===== src/rtl/if_stage_pkg.sv =====
// Shared constants and types for the instruction-fetch stage.
// Holds the reset PC, the bubble encoding and the IF/ID register layout.
package if_stage_pkg;

  localparam logic [31:0] RESET_PC    = 32'h0000_0000;
  localparam logic [31:0] NOP_INSTR   = 32'h0000_0000;
  localparam int          IMEM_ADDR_W = 6;
  localparam int          INSTR_W     = 32;
  localparam int          PC_W        = 32;

  typedef struct packed {
    logic               valid;
    logic [INSTR_W-1:0] instr;
    logic [PC_W-1:0]    pc;
    logic [PC_W-1:0]    pc4;
  } if_id_t;

  // Redirect targets are forced onto a word boundary.
  function automatic logic [PC_W-1:0] word_align(input logic [PC_W-1:0] a);
    return {a[PC_W-1:2], 2'b00};
  endfunction

endpackage


===== src/rtl/if_stage_if.sv =====
// Fetch-stage bundle: downstream control, imem port and IF/ID outputs.
// slave is the fetch stage itself; master is the surrounding pipeline/memory.
interface if_stage_if #(parameter int ADDR_W = 6);
  logic              stall_i;
  logic              flush_i;
  logic              redirect_i;
  logic [31:0]       redirect_pc_i;
  logic [ADDR_W-1:0] imem_addr_o;
  logic [31:0]       imem_rdata_i;
  logic              if_id_valid_o;
  logic [31:0]       if_id_instr_o;
  logic [31:0]       if_id_pc_o;
  logic [31:0]       if_id_pc4_o;
  logic              misaligned_o;
  logic [31:0]       fetch_count_o;

  modport slave (
    input  stall_i, flush_i, redirect_i, redirect_pc_i, imem_rdata_i,
    output imem_addr_o, if_id_valid_o, if_id_instr_o, if_id_pc_o,
           if_id_pc4_o, misaligned_o, fetch_count_o
  );

  modport master (
    output stall_i, flush_i, redirect_i, redirect_pc_i, imem_rdata_i,
    input  imem_addr_o, if_id_valid_o, if_id_instr_o, if_id_pc_o,
           if_id_pc4_o, misaligned_o, fetch_count_o
  );
endinterface


===== src/rtl/if_stage_if_id_reg.sv =====
// IF/ID pipeline register with squash > load > hold priority.
// A squash clears valid/instr to a NOP but keeps pc/pc4 for debug visibility.
module if_id_reg
  import if_stage_pkg::*;
(
  input  logic   clk,
  input  logic   rst,
  input  logic   i_load,
  input  logic   i_squash,
  input  if_id_t i_d,
  output if_id_t o_q
);

  if_id_t r_q;

  always_ff @(posedge clk or posedge rst) begin
    if (rst) begin
      r_q.valid <= 1'b0;
      r_q.instr <= NOP_INSTR;
      r_q.pc    <= '0;
      r_q.pc4   <= '0;
    end else if (i_squash) begin
      r_q.valid <= 1'b0;
      r_q.instr <= NOP_INSTR;
    end else if (i_load) begin
      r_q <= i_d;
    end
  end

  assign o_q = r_q;

endmodule


===== src/rtl/if_stage.sv =====
// Instruction-fetch stage: PC register, next-PC priority mux, fetch counter.
// The imem read is combinational, so the word at pc is captured as pc advances.
module if_stage #(
  parameter int          ADDR_W   = if_stage_pkg::IMEM_ADDR_W,
  parameter logic [31:0] RESET_PC = if_stage_pkg::RESET_PC
) (
  input  logic      clk,
  input  logic      rst,
  if_stage_if.slave bus
);
  import if_stage_pkg::*;

  logic [PC_W-1:0] r_pc;
  logic [31:0]     r_fetch_count;
  logic            r_misaligned;

  logic            w_load;
  logic            w_squash;
  logic            w_count;
  logic [PC_W-1:0] w_pc4;
  logic [PC_W-1:0] w_pc_next;
  if_id_t          w_if_id_d;
  if_id_t          w_if_id_q;

  assign w_pc4    = r_pc + 32'd4;
  assign w_squash = bus.redirect_i | bus.flush_i;
  assign w_load   = ~bus.stall_i;
  assign w_count  = ~bus.redirect_i & ~bus.stall_i & ~bus.flush_i;

  // Priority: redirect beats stall beats sequential advance.
  always_comb begin
    w_pc_next = w_pc4;
    if (bus.redirect_i)   w_pc_next = word_align(bus.redirect_pc_i);
    else if (bus.stall_i) w_pc_next = r_pc;
  end

  always_comb begin
    w_if_id_d.valid = 1'b1;
    w_if_id_d.instr = bus.imem_rdata_i;
    w_if_id_d.pc    = r_pc;
    w_if_id_d.pc4   = w_pc4;
  end

  always_ff @(posedge clk or posedge rst) begin
    if (rst) begin
      r_pc          <= RESET_PC;
      r_fetch_count <= '0;
      r_misaligned  <= 1'b0;
    end else begin
      r_pc          <= w_pc_next;
      r_misaligned  <= bus.redirect_i & (|bus.redirect_pc_i[1:0]);
      if (w_count) r_fetch_count <= r_fetch_count + 32'd1;
    end
  end

  if_id_reg u_if_id_reg (
    .clk      (clk),
    .rst      (rst),
    .i_load   (w_load),
    .i_squash (w_squash),
    .i_d      (w_if_id_d),
    .o_q      (w_if_id_q)
  );

  assign bus.imem_addr_o   = r_pc[ADDR_W-1:0];
  assign bus.if_id_valid_o = w_if_id_q.valid;
  assign bus.if_id_instr_o = w_if_id_q.instr;
  assign bus.if_id_pc_o    = w_if_id_q.pc;
  assign bus.if_id_pc4_o   = w_if_id_q.pc4;
  assign bus.misaligned_o  = r_misaligned;
  assign bus.fetch_count_o = r_fetch_count;

endmodule


===== src/flat_wrapper.sv =====
// flat-port wrapper written by rule: the top's interface ports become plain ports
module if_stage_flat import if_stage_pkg::*;
#(
  parameter int          ADDR_W   = if_stage_pkg::IMEM_ADDR_W,
  parameter logic [31:0] RESET_PC = if_stage_pkg::RESET_PC
)
  (clk, rst, bus_stall_i, bus_flush_i, bus_redirect_i, bus_redirect_pc_i, bus_imem_rdata_i, bus_imem_addr_o, bus_if_id_valid_o, bus_if_id_instr_o, bus_if_id_pc_o, bus_if_id_pc4_o, bus_misaligned_o, bus_fetch_count_o);
  if_stage_if #(.ADDR_W(ADDR_W)) bus_i ();
  input  logic clk;
  input  logic rst;
  input wire logic [$bits(bus_i.stall_i)-1:0] bus_stall_i;
  input wire logic [$bits(bus_i.flush_i)-1:0] bus_flush_i;
  input wire logic [$bits(bus_i.redirect_i)-1:0] bus_redirect_i;
  input wire logic [$bits(bus_i.redirect_pc_i)-1:0] bus_redirect_pc_i;
  input wire logic [$bits(bus_i.imem_rdata_i)-1:0] bus_imem_rdata_i;
  output wire logic [$bits(bus_i.imem_addr_o)-1:0] bus_imem_addr_o;
  output wire logic [$bits(bus_i.if_id_valid_o)-1:0] bus_if_id_valid_o;
  output wire logic [$bits(bus_i.if_id_instr_o)-1:0] bus_if_id_instr_o;
  output wire logic [$bits(bus_i.if_id_pc_o)-1:0] bus_if_id_pc_o;
  output wire logic [$bits(bus_i.if_id_pc4_o)-1:0] bus_if_id_pc4_o;
  output wire logic [$bits(bus_i.misaligned_o)-1:0] bus_misaligned_o;
  output wire logic [$bits(bus_i.fetch_count_o)-1:0] bus_fetch_count_o;
  assign bus_i.stall_i = bus_stall_i;
  assign bus_i.flush_i = bus_flush_i;
  assign bus_i.redirect_i = bus_redirect_i;
  assign bus_i.redirect_pc_i = bus_redirect_pc_i;
  assign bus_i.imem_rdata_i = bus_imem_rdata_i;
  assign bus_imem_addr_o = bus_i.imem_addr_o;
  assign bus_if_id_valid_o = bus_i.if_id_valid_o;
  assign bus_if_id_instr_o = bus_i.if_id_instr_o;
  assign bus_if_id_pc_o = bus_i.if_id_pc_o;
  assign bus_if_id_pc4_o = bus_i.if_id_pc4_o;
  assign bus_misaligned_o = bus_i.misaligned_o;
  assign bus_fetch_count_o = bus_i.fetch_count_o;
  if_stage #(.ADDR_W(ADDR_W), .RESET_PC(RESET_PC)) u_core (.clk(clk), .rst(rst), .bus(bus_i));
endmodule

===== config.mk =====
export PLATFORM = sky130hd
export DESIGN_NAME = if_stage_flat
export DESIGN_NICKNAME = d
export VERILOG_FILES = /design/src/rtl/if_stage_pkg.sv /design/src/rtl/if_stage_if.sv /design/src/rtl/if_stage_if_id_reg.sv /design/src/rtl/if_stage.sv /design/src/flat_wrapper.sv
export SDC_FILE = /design/constraint.sdc
export NUM_CORES = 1
export LEC_CHECK = 0
export CAP_MARGIN = 20
export CORE_MARGIN = 4
export CORE_UTILIZATION = 48
export DETAILED_ROUTE_END_ITERATION = 7
export PLACE_DENSITY = 0.81
export SYNTH_ARGS = -nofsm -noshare
export SYNTH_HDL_FRONTEND = slang
export SYNTH_SLANG_ARGS = --single-unit

===== constraint.sdc =====
create_clock -name clk -period 7.49 [get_ports clk]
set_input_delay 1.498 -clock clk [delete_from_list [all_inputs] [get_ports clk]]
set_output_delay 1.498 -clock clk [all_outputs]
set_load 0.02 [all_outputs]

==> metrics.txt, run 1 <==
status=finished, final reports clean; FMAX=approximately 250 MHz; Die Ht=130 um; total inserted antenna cells=0; CP Launch Type=input pin; Post-CTS Hold Buffers=0; drt wl/cell=17.4 um; Sw Ratio=27.5%; worst hold slack=around 0.47 ns; area post-placement=0.00915 mm2; Power, Total=2.47 mW; Pwr Density=252 mW/mm2; Avg Cell Area, Syn=around 9.9 um2; vias in the first global route=5810; share of post-route cells with drive strength above 1=slightly above 6%; flop and latch count out of synthesis=156; CORE AREA=0.0146 mm2; htree depth=4; combinational fraction of design power=19.4%; # rows=44; met1 wire length=7930 um; sequential element share of the synthesized area=between 50% and 60%; total grt overflow=0; post-DP HPWL=about 13000 um; synthesized cell area=~0.007 mm2; Worst Setup End Kind=register; slew margin rel.=between 30% and 40%; num ports=205; TritonCTS clock tree=yes; CP delay by family, top=simple AND/OR/NAND/NOR gates; synthesized instance count=725; first-pass GRT wire length=29700 um; count of final setup violators=0; post-route design area=0.00982 mm2; via count=just over 6000; Post-CTS Setup Bufs=0; highest-count cells in the layout ignoring fill and taps=198 x clkdlybuf4s50_1, 156 x dfrtp_1, 145 x nand2_1, 50 x xnor2_1, 42 x nor2_1; Place WS=3.16 ns; setup TNS=0 ns; CTS Sinks=156; Worst path slowest cell=or3_2; crit path buf inv count=4; total of max-cap violations=0; Final min period=slightly below 4 ns; die span in x=130 um; critical path's largest stage delay=0.82 ns; top sig layer=met4; top cell type by total area after synthesis=dfrtp_1; residual antenna-violating net count after detailed routing=0; YS warnings=0; leak pwr=4.08 nW; final hold viol count=0; CP most frequent cell=buf_4; clock power share=between 30 and 40%; EDFF count, synth=0; area grow syn2layout=37.2%; period utilization=52.9%; final WL=18900 um; CP max FO=39; Initial Util=49.1%; most common cell after layout, fill and taps aside=clkdlybuf4s50_1; Max VDD drop=0.167 mV; setup ws final=3.53 ns; TritonCTS Buffers=17; Total GRT Usage=22.2%; Via density=5.58; Arrival @ worst endpoint=4.26 ns; crit path kind=input pin to register; worst min-delay path category=register to register; Residual DRC=0; crit path cell chain=clkdlybuf4s50_1, buf_4, or3_2, buf_4, nor4_1, buf_4, nand4_1, xnor2_1; asr flop ratio synth=100%; Post-CTS Resized=0; RSZ-0062 raised after global routing=false; CP required=slightly below 8 ns; Area contributors post-synth=dfrtp_1 55%, nand2_1 7.6%, xnor2_1 6.1%, a22o_1 3.9%, o21ai_0 2.7%; P_sw=between 0.6 and 0.7 mW; DR iter-0 viols=between 500 and 600; Setup Skew=0.0112 ns; fill count=1097; pin count of the biggest net entering global routing=84; drt first pass iters=5; post-synth cell types=46; initial antenna violation count=0; die area=0.0169 mm2; Post-synth top flop=dfrtp_1; gpl congestion=between 0.8 and 0.9; later-pin clock latency in the skew report=0.41 ns; cell-internal power=1.79 mW; met2 wire length=8840 um; Clock transition at path regs=roughly 0.06 ns; Final nets=960; Synth top area share=54.5%; met3 WL=1750 um; Reg power frac=41.7%; fin. max-slew vios=0; PortBufs=198; Clock Path Buffers=2; Root Buffer=clkbuf_16; Slew @ Worst Pin=approximately 0.9 ns
-- stage by stage --
step	utilization (%)	cells
after global placement	62.7	1054
after detailed placement	62.7	1054
after floorplan	-	730
after global routing	67.3	1085
after CTS	67.3	1085
final	67.3	1085
-- layout make-up --
class / instances / area [um2] / area share (%)
timing repair buffer: 207 / 2050 / 20.9
inverter: 7 / 31.3 / 0.319
clock buffer: 22 / 484 / 4.93
clock inverter: 9 / 183 / 1.86
multi-input combinational: 500 / 2940 / 29.9
tap: 184 / 230 / 2.34
sequential: 156 / 3900 / 39.8
-- Yosys cell counts (3+ instances only) --
| library cell | instances |
|---|---|
| a22o_1 | 32 |
| a31oi_1 | 24 |
| and2_1 | 3 |
| and3_1 | 3 |
| and4_1 | 6 |
| buf_1 | 4 |
| buf_2 | 11 |
| buf_4 | 13 |
| clkbuf_1 | 38 |
| dfrtp_1 | 156 |
| inv_1 | 6 |
| nand2_1 | 145 |
| nand3_1 | 19 |
| nand4_1 | 21 |
| nor2_1 | 42 |
| nor3_1 | 10 |
| nor4_1 | 10 |
| o21ai_0 | 38 |
| o31ai_1 | 17 |
| or2_2 | 6 |
| or3_1 | 11 |
| or4_1 | 22 |
| xnor2_1 | 50 |
| xor2_1 | 11 |
-- per-layer routing --
layer | GRT usage, % | vias up
li1 | - | 2857
met1 | 29.6 | 2921
met2 | 34.8 | 246
met3 | 7.82 | 29
met4 | 5.93 | 0
met5 | 0 | -
-- worst register-to-register path, delay by kind of cell, from the launching register on --
family | cells | cell delay (ns)
DFF | 1 | 0.50
AOI/OAI and AO/OA | 1 | 0.21
adders and majority gates | 1 | 0.29
and+or+nand+nor | 3 | 1.69
-- power groups by stage --
stage | registers (mW) | logic (mW) | clock network (mW)
6_report | 1.03 | 0.480 | 0.962
5_1_grt | 1.04 | 0.519 | 1.01
3_5_place_dp | 1.04 | 0.482 | 0
3_3_place_gp | 1.04 | 0.476 | 0
2_1_floorplan | 1.10 | 0.170 | 0
4_1_cts | 1.03 | 0.487 | 0.973
-- worst paths after layout --
check / start / to / slack (ns) / cells past startpoint
max: bus_redirect_i / u_core.bus.fetch_count_o[22]$_DFFE_PP0P_ / 3.53 / 8
min: u_core.u_if_id_reg.o_q[48]$_DFFE_PP0P_ / u_core.u_if_id_reg.o_q[48]$_DFFE_PP0P_ / 0.47 / 2
max reg2reg: u_core.r_pc[2]$_DFFE_PP0N_ / u_core.u_if_id_reg.o_q[24]$_DFFE_PP0P_ / 4.71 / 5
min reg2reg: u_core.u_if_id_reg.o_q[48]$_DFFE_PP0P_ / u_core.u_if_id_reg.o_q[48]$_DFFE_PP0P_ / 0.47 / 2
max in group asynchronous: rst / u_core.u_if_id_reg.o_q[77]$_DFFE_PP0P_ / 4.48 / 3
min in group asynchronous: rst / u_core.u_if_id_reg.o_q[81]$_DFFE_PP0P_ / 1.58 / 2
-- cell families after synthesis --
group,Yosys count,synth area share [%]
AOI/OAI and AO/OA,120,11.4
muxes,1,0.140
and+or+nand+nor,310,21.2
DFF,156,54.5
xor gates and xnor gates,61,7.46
buffers and inverters,74,4.86
adders and majority gates,2,0.349
other,1,0.0524
-- registers in the layout, summed over array words and instances, names as in the netlist --
| signal | count |
|---|---|
| u_core.bus.fetch_count_o | 32 |
| u_core.bus.misaligned_o | 1 |
| u_core.r_pc | 30 |
| u_core.u_if_id_reg.o_q | 93 |
Power figures use the tool's default switching activity.
==> run 2: changes to the inputs <==
--- a/config.mk
+++ b/config.mk
@@ -7,9 +7,9 @@
 export LEC_CHECK = 0
 export CAP_MARGIN = 20
 export CORE_MARGIN = 4
-export CORE_UTILIZATION = 48
+export CORE_UTILIZATION = 43
 export DETAILED_ROUTE_END_ITERATION = 7
-export PLACE_DENSITY = 0.81
+export PLACE_DENSITY = 0.76
 export SYNTH_ARGS = -nofsm -noshare
 export SYNTH_HDL_FRONTEND = slang
 export SYNTH_SLANG_ARGS = --single-unit
==> constraint.sdc (replaced) <==
create_clock -name clk -period 3.5 [get_ports clk]
set_input_delay 0.7 -clock clk [delete_from_list [all_inputs] [get_ports clk]]
set_output_delay 0.7 -clock clk [all_outputs]
set_load 0.02 [all_outputs]
==> run 2 against run 1 <==
Core utilization fell by 6.1 points. Setup slack worse by 2.7 ns. Wire length increased by 2.5%. Clock skew down 0.0055 ns. Sequential share of layout area shrank 0.16 points. Cell area increased by 0.41%. Die area up 11%. Critical path type is now register to register. Critical endpoint is now u_core.u_if_id_reg.o_q[26]$_DFFE_PP0P_. Largest cell class unchanged. Highest routed layer unchanged.
==> metrics.txt, run 2 (synthesized netlist as in run 1, its figures left out) <==
final hold viol count=0 (unchanged); Post-CTS Resized=0 (unchanged); leak pwr=4.06 nW (-0.31%); highest-count cells in the layout ignoring fill and taps=198 x clkdlybuf4s50_1, 156 x dfrtp_1, 145 x nand2_1, 50 x xnor2_1, 42 x nor2_1; met2 wire length=8920 um (+0.88%); gpl congestion=0.862 (+5.4%); post-DP HPWL=13300 um (+5.0%); Reg2Reg Setup Slack=0.87 ns (-3.84 ns); Arrival @ worst endpoint=2.97 ns (-1.29 ns); worst min-delay path category=register to register; CORE AREA=0.0161 mm2 (+10%); crit path buf inv count=0 (-4); die span in x=137 um (+5.3%); Finished Layout Cells=1124 (+3.6%); Worst Setup End Kind=register; setup TNS=0 ns (unchanged); CP startpoint=u_core.r_pc[3]$_DFFE_PP0N_; Initial Util=44.4% (-4.6 points); Final min period=approximately 2.6 ns; met3 WL=1820 um (+4.4%); Final nets=966 (+0.63%); Post-CTS Setup Bufs=0 (unchanged); CP required=3.84 ns (-3.95 ns); met1 wire length=8270 um (+4.4%); Pwr Density=512 mW/mm2 (+100%); CTS Sinks=156 (unchanged); Place WS=0.625 ns (-2.53 ns); Post-CTS Hold Buffers=0 (unchanged); Total GRT Usage=20.9% (-1.3 points); num ports=205 (unchanged); vias in the first global route=5942 (+2.3%); Power, Total=5.05 mW (+100%); later-pin clock latency in the skew report=0.41 ns (about the same); final WL=19300 um (+2.5%); R2R cell count=5 (unchanged); Slew @ Worst Pin=0.737 ns (-0.184 ns); TritonCTS Buffers=17 (unchanged); Setup Skew=0.00570 ns (-0.00546 ns); CP max FO=8 (-79%); TritonCTS clock tree=yes; critical path's largest stage delay=0.77 ns (-0.05 ns); Stages on worst setup path=5 (-3); fin. max-slew vios=0 (unchanged); DR iter-0 viols=484 (-14%); register area=0.00390 mm2 (unchanged); Clock Path Buffers=2 (unchanged); PortBufs=198 (unchanged); combinational fraction of design power=20.6% (+1.2 points); period utilization=75.2%; FMAX=380 MHz; RR Startpoint=u_core.r_pc[3]$_DFFE_PP0N_; htree depth=4 (unchanged); crit path cell chain=ha_1, nand3_1, or4_1, or4_1, a31oi_1; Reg power frac=43.5% (+1.8 points); die area=0.0188 mm2 (+11%); area occupied by multi-input gates=0.00294 mm2 (unchanged); pin count of the biggest net entering global routing=89 (+6.0%); total inserted antenna cells=0 (unchanged); Max VDD drop=0.359 mV (+120%); # rows=46 (+4.5%); top sig layer=met4; initial antenna violation count=0 (unchanged); most common cell after layout, fill and taps aside=clkdlybuf4s50_1; DP Cell Count=1092 (+3.6%); setup ws final=0.869 ns (-2.66 ns); Root Buffer=clkbuf_16; first-pass GRT wire length=30700 um (+3.5%); Sw Ratio=29.2% (+1.7 points); slew margin rel.=50.8% (+12 points); Worst R2R End=u_core.u_if_id_reg.o_q[26]$_DFFE_PP0P_; Via density=5.39 (-3.4%); CP Launch Type=register; clock power share=35.9% (-3.0 points); CP delay by family, top=simple AND/OR/NAND/NOR gates; Worst path slowest cell=or4_1; Die Ht=137 um (+5.3%); Residual DRC=0 (unchanged); end of the critical path=u_core.u_if_id_reg.o_q[26]$_DFFE_PP0P_; share of post-route cells with drive strength above 1=6.83% (+0.72 points); via count=6057 (+0.066%); residual antenna-violating net count after detailed routing=0 (unchanged); crit path kind=register to register; Largest register FFs=93 (unchanged); P_sw=1.47 mW (+120%); drt wl/cell=17.2 um (-1.0%); CP most frequent cell=or4_1; drt first pass iters=6 (+1); count of final setup violators=0 (unchanged); total grt overflow=0 (unchanged); Clock transition at path regs=0.06 ns (about the same); cell-internal power=3.57 mW (+99%); status=finished, final reports clean; area grow syn2layout=37.7%; total of max-cap violations=0 (unchanged); fill count=1375 (+25%); RSZ-0062 raised after global routing=false
## run 2: cell count changes in the layout (fill, tap and decap cells not counted), sizes merged
cell / delta
bufinv: -3
clkinv: +3
clkinvlp: +4
clkbuf: -3
buf: +6
## run 2: metal layers
layer / track usage (%) / vias up
met1: 28.5 / 2940
met4: 7.04 / 0
li1: - / 2866
met5: 0 / -
met2: 31.3 / 225
met3: 6.99 / 26
## run 2: worst min-delay path by stage
stage                                                start                                endpoint  slack, ns  depth (start not counted)
global placement    u_core.u_if_id_reg.o_q[34]$_DFFE_PP0P_  u_core.u_if_id_reg.o_q[34]$_DFFE_PP0P_       0.46                          2
finish              u_core.u_if_id_reg.o_q[34]$_DFFE_PP0P_  u_core.u_if_id_reg.o_q[34]$_DFFE_PP0P_       0.48                          2
detailed placement  u_core.u_if_id_reg.o_q[34]$_DFFE_PP0P_  u_core.u_if_id_reg.o_q[34]$_DFFE_PP0P_       0.46                          2
CTS                 u_core.u_if_id_reg.o_q[34]$_DFFE_PP0P_  u_core.u_if_id_reg.o_q[34]$_DFFE_PP0P_       0.48                          2
global route        u_core.u_if_id_reg.o_q[60]$_DFFE_PP0P_  u_core.u_if_id_reg.o_q[60]$_DFFE_PP0P_       0.49                          2
floorplan                      u_core.r_pc[31]$_DFFE_PP0N_  u_core.u_if_id_reg.o_q[63]$_DFFE_PP0P_       0.49                          2
## run 2: power groups by stage
| stage | combinational [mW] | sequential (mW) | clock (mW) |
|---|---|---|---|
| 4_1_cts | 1.05 | 2.20 | 1.85 |
| 3_3_place_gp | 1.04 | 2.22 | 0 |
| 3_5_place_dp | 1.05 | 2.23 | 0 |
| 6_report | 1.04 | 2.20 | 1.81 |
| 2_1_floorplan | 0.365 | 2.36 | 0 |
| 5_1_grt | 1.13 | 2.23 | 1.92 |
## run 2: per-stage QoR
step	hold slack [ns]	instance area, um2	util (%)
after floorplan	0.489	7180	-
after global placement	0.460	9270	57.5
after detailed placement	0.463	9270	57.5
after CTS	0.479	9860	61.2
after global routing	0.492	9860	61.2
final	0.476	9860	61.2
## run 2: cell type report
type                    instances  area share (%)
clock buffers                  19            4.49
flip-flops and latches        156            39.6
clock inverters                13            1.45
repair buffers                213            21.6
multi-input cells             500            29.8
well taps                     216            2.74
inverters                       7           0.305
## run 2: worst min-delay path, cell delays in order, from the launching register on
cell and delay [ns]:
dfrtp_1 0.34, nand2_1 0.05, nand2_1 0.05
==> edit (settings of run 1) <==
Make the reset (`rst`) synchronous in 2 clocked blocks.
--- a/src/rtl/if_stage_if_id_reg.sv
+++ b/src/rtl/if_stage_if_id_reg.sv
@@ -13,7 +13,7 @@
 
   if_id_t r_q;
 
-  always_ff @(posedge clk or posedge rst) begin
+  always_ff @(posedge clk) begin
     if (rst) begin
       r_q.valid <= 1'b0;
       r_q.instr <= NOP_INSTR;
--- a/src/rtl/if_stage.sv
+++ b/src/rtl/if_stage.sv
@@ -41,7 +41,7 @@
     w_if_id_d.pc4   = w_pc4;
   end
 
-  always_ff @(posedge clk or posedge rst) begin
+  always_ff @(posedge clk) begin
     if (rst) begin
       r_pc          <= RESET_PC;
       r_fetch_count <= '0;
Formal check against the unedited RTL: differs if rst is asserted again (counterexample within 4 cycles, from zero or initial values and one cycle with rst high); with rst held inactive, the same outputs for 4 cycles.
==> edit against run 1 <==
Synthesized area decreased by 0.54%. Final area is 1.8% lower. Core utilization fell by 0.98 points. Sequential cell count did not move. Wire length increased by 9.4%. Setup slack improved by 480 ps. Critical path type unchanged.
Power is not compared: it rests on default switching activity, and its combinational part moved more than twofold at a synthesized area within 25%.
==> edit: results (changes against run 1) <==
Outcome
  • Status: finished, final reports clean

Detailed routing
  • Wire length on met1: 8740 um (+10%)
  • Met2 routed WL: 9630 um (+8.9%)
  • Avg WL per Cell: 17.3 um (-0.63%)
  • Vias per inst: 5.75 (+3.0%)
  • DR pass1 iterations: 6 (+1)

Yosys
  • Synth top cells by count: 156 x dfxtp_1, 103 x nor2_1, 92 x nand2_1
  • Most area-consuming cells after synthesis: dfxtp_1 44%, nor2_1 5.4%, nand2_1 4.8%
  • Synthesized area per cell: 8.30 um2 (-16%)
  • Ys async rst share: 0 (-1.00)
  • Post-synthesis sequential area ratio: 0.439 (-0.107)
  • Post-Synth Adder-Cell Area: 0.00351 (+0.0000190)
  • XOR/XNOR share of the synthesized area: 0.0369 (-0.0377)
  • Portion of netlist area occupied by mux cells: 0.0543 (+0.0529)

Timing
  • Final WS setup: 4010 ps (+477 ps)
  • Clock Skews: 6.03 ps (-5.13 ps)
  • Slew Limit Headroom: 0.288 (-0.0979)
  • Min Hold Slack: 454 ps (-18.3 ps)

Global routing
  • Met2 Usage GRT: 0.387 (+0.0388)
  • Largest net degree at the start of global routing: 92 (+9.5%)
  • Vias in the first global route: 6475 (+11%)
  • First-pass GRT wire length: 33200 um (+12%)

Placed design
  • Post-DP HPWL: 14000 um (+10%)
  • Area post-placement: 0.00904 mm2 (-1.3%)
  • Final GP Congestion: 0.829 (+1.4%)
  • Setup slack at placement: 3540 ps (+384 ps)

Cells and area
  • Layout cells sized above 1: 0.0475 (-0.0136)
  • Fin cells: 1195 (+10%)
  • Area Overhead vs Synth: 35.4%

Worst hold path
  • Hold endpoint: u_core.u_if_id_reg.o_q[47]

Worst setup path
  • Crit path max fanout: 91 (+130%)
  • Worst setup endpoint: u_core.bus.fetch_count_o[16]
  • FF-to-FF setup slack: 4590 ps (-120 ps)
  • Crit path DAT: 3830 ps (-430 ps)
## edit: changes by cell type in the layout (fill, tap and decap cells not counted), sizes merged, moves of 21 or more
cell	run 1	this run
a22o	32	0
dfrtp	156	0
xnor2	50	25
o21ai	38	17
a31oi	24	1
a21oi	1	55
a211oi	1	30
mux2i	1	33
nand2	145	92
dfxtp	0	156
nor2	42	103
## edit: critical path, stage by stage
cell and delay [ps]:
clkdlybuf4s50_1 400, buf_4 240, nor3_2 250, buf_4 710, nand2_1 140, or4_1 430
a21oi_1 150
## edit: cell type report
cell class / count / share of cell area
sequential: 156 / 0.324
timing repair buffer: 205 / 0.212
clock buffer: 25 / 0.0514
tap: 184 / 0.0239
multi-input combinational: 595 / 0.368
clock inverter: 6 / 0.0113
inverter: 24 / 0.00934
## edit: kinds of logic after synthesis
family | Yosys count
buffers and inverters | 112
AO/OA/AOI/OAI | 158
flip-flops | 156
multiplexers | 38
adder cells (fa/ha/maj) | 2
other | 1
AND/OR/NAND/NOR | 361
XOR/XNOR | 30
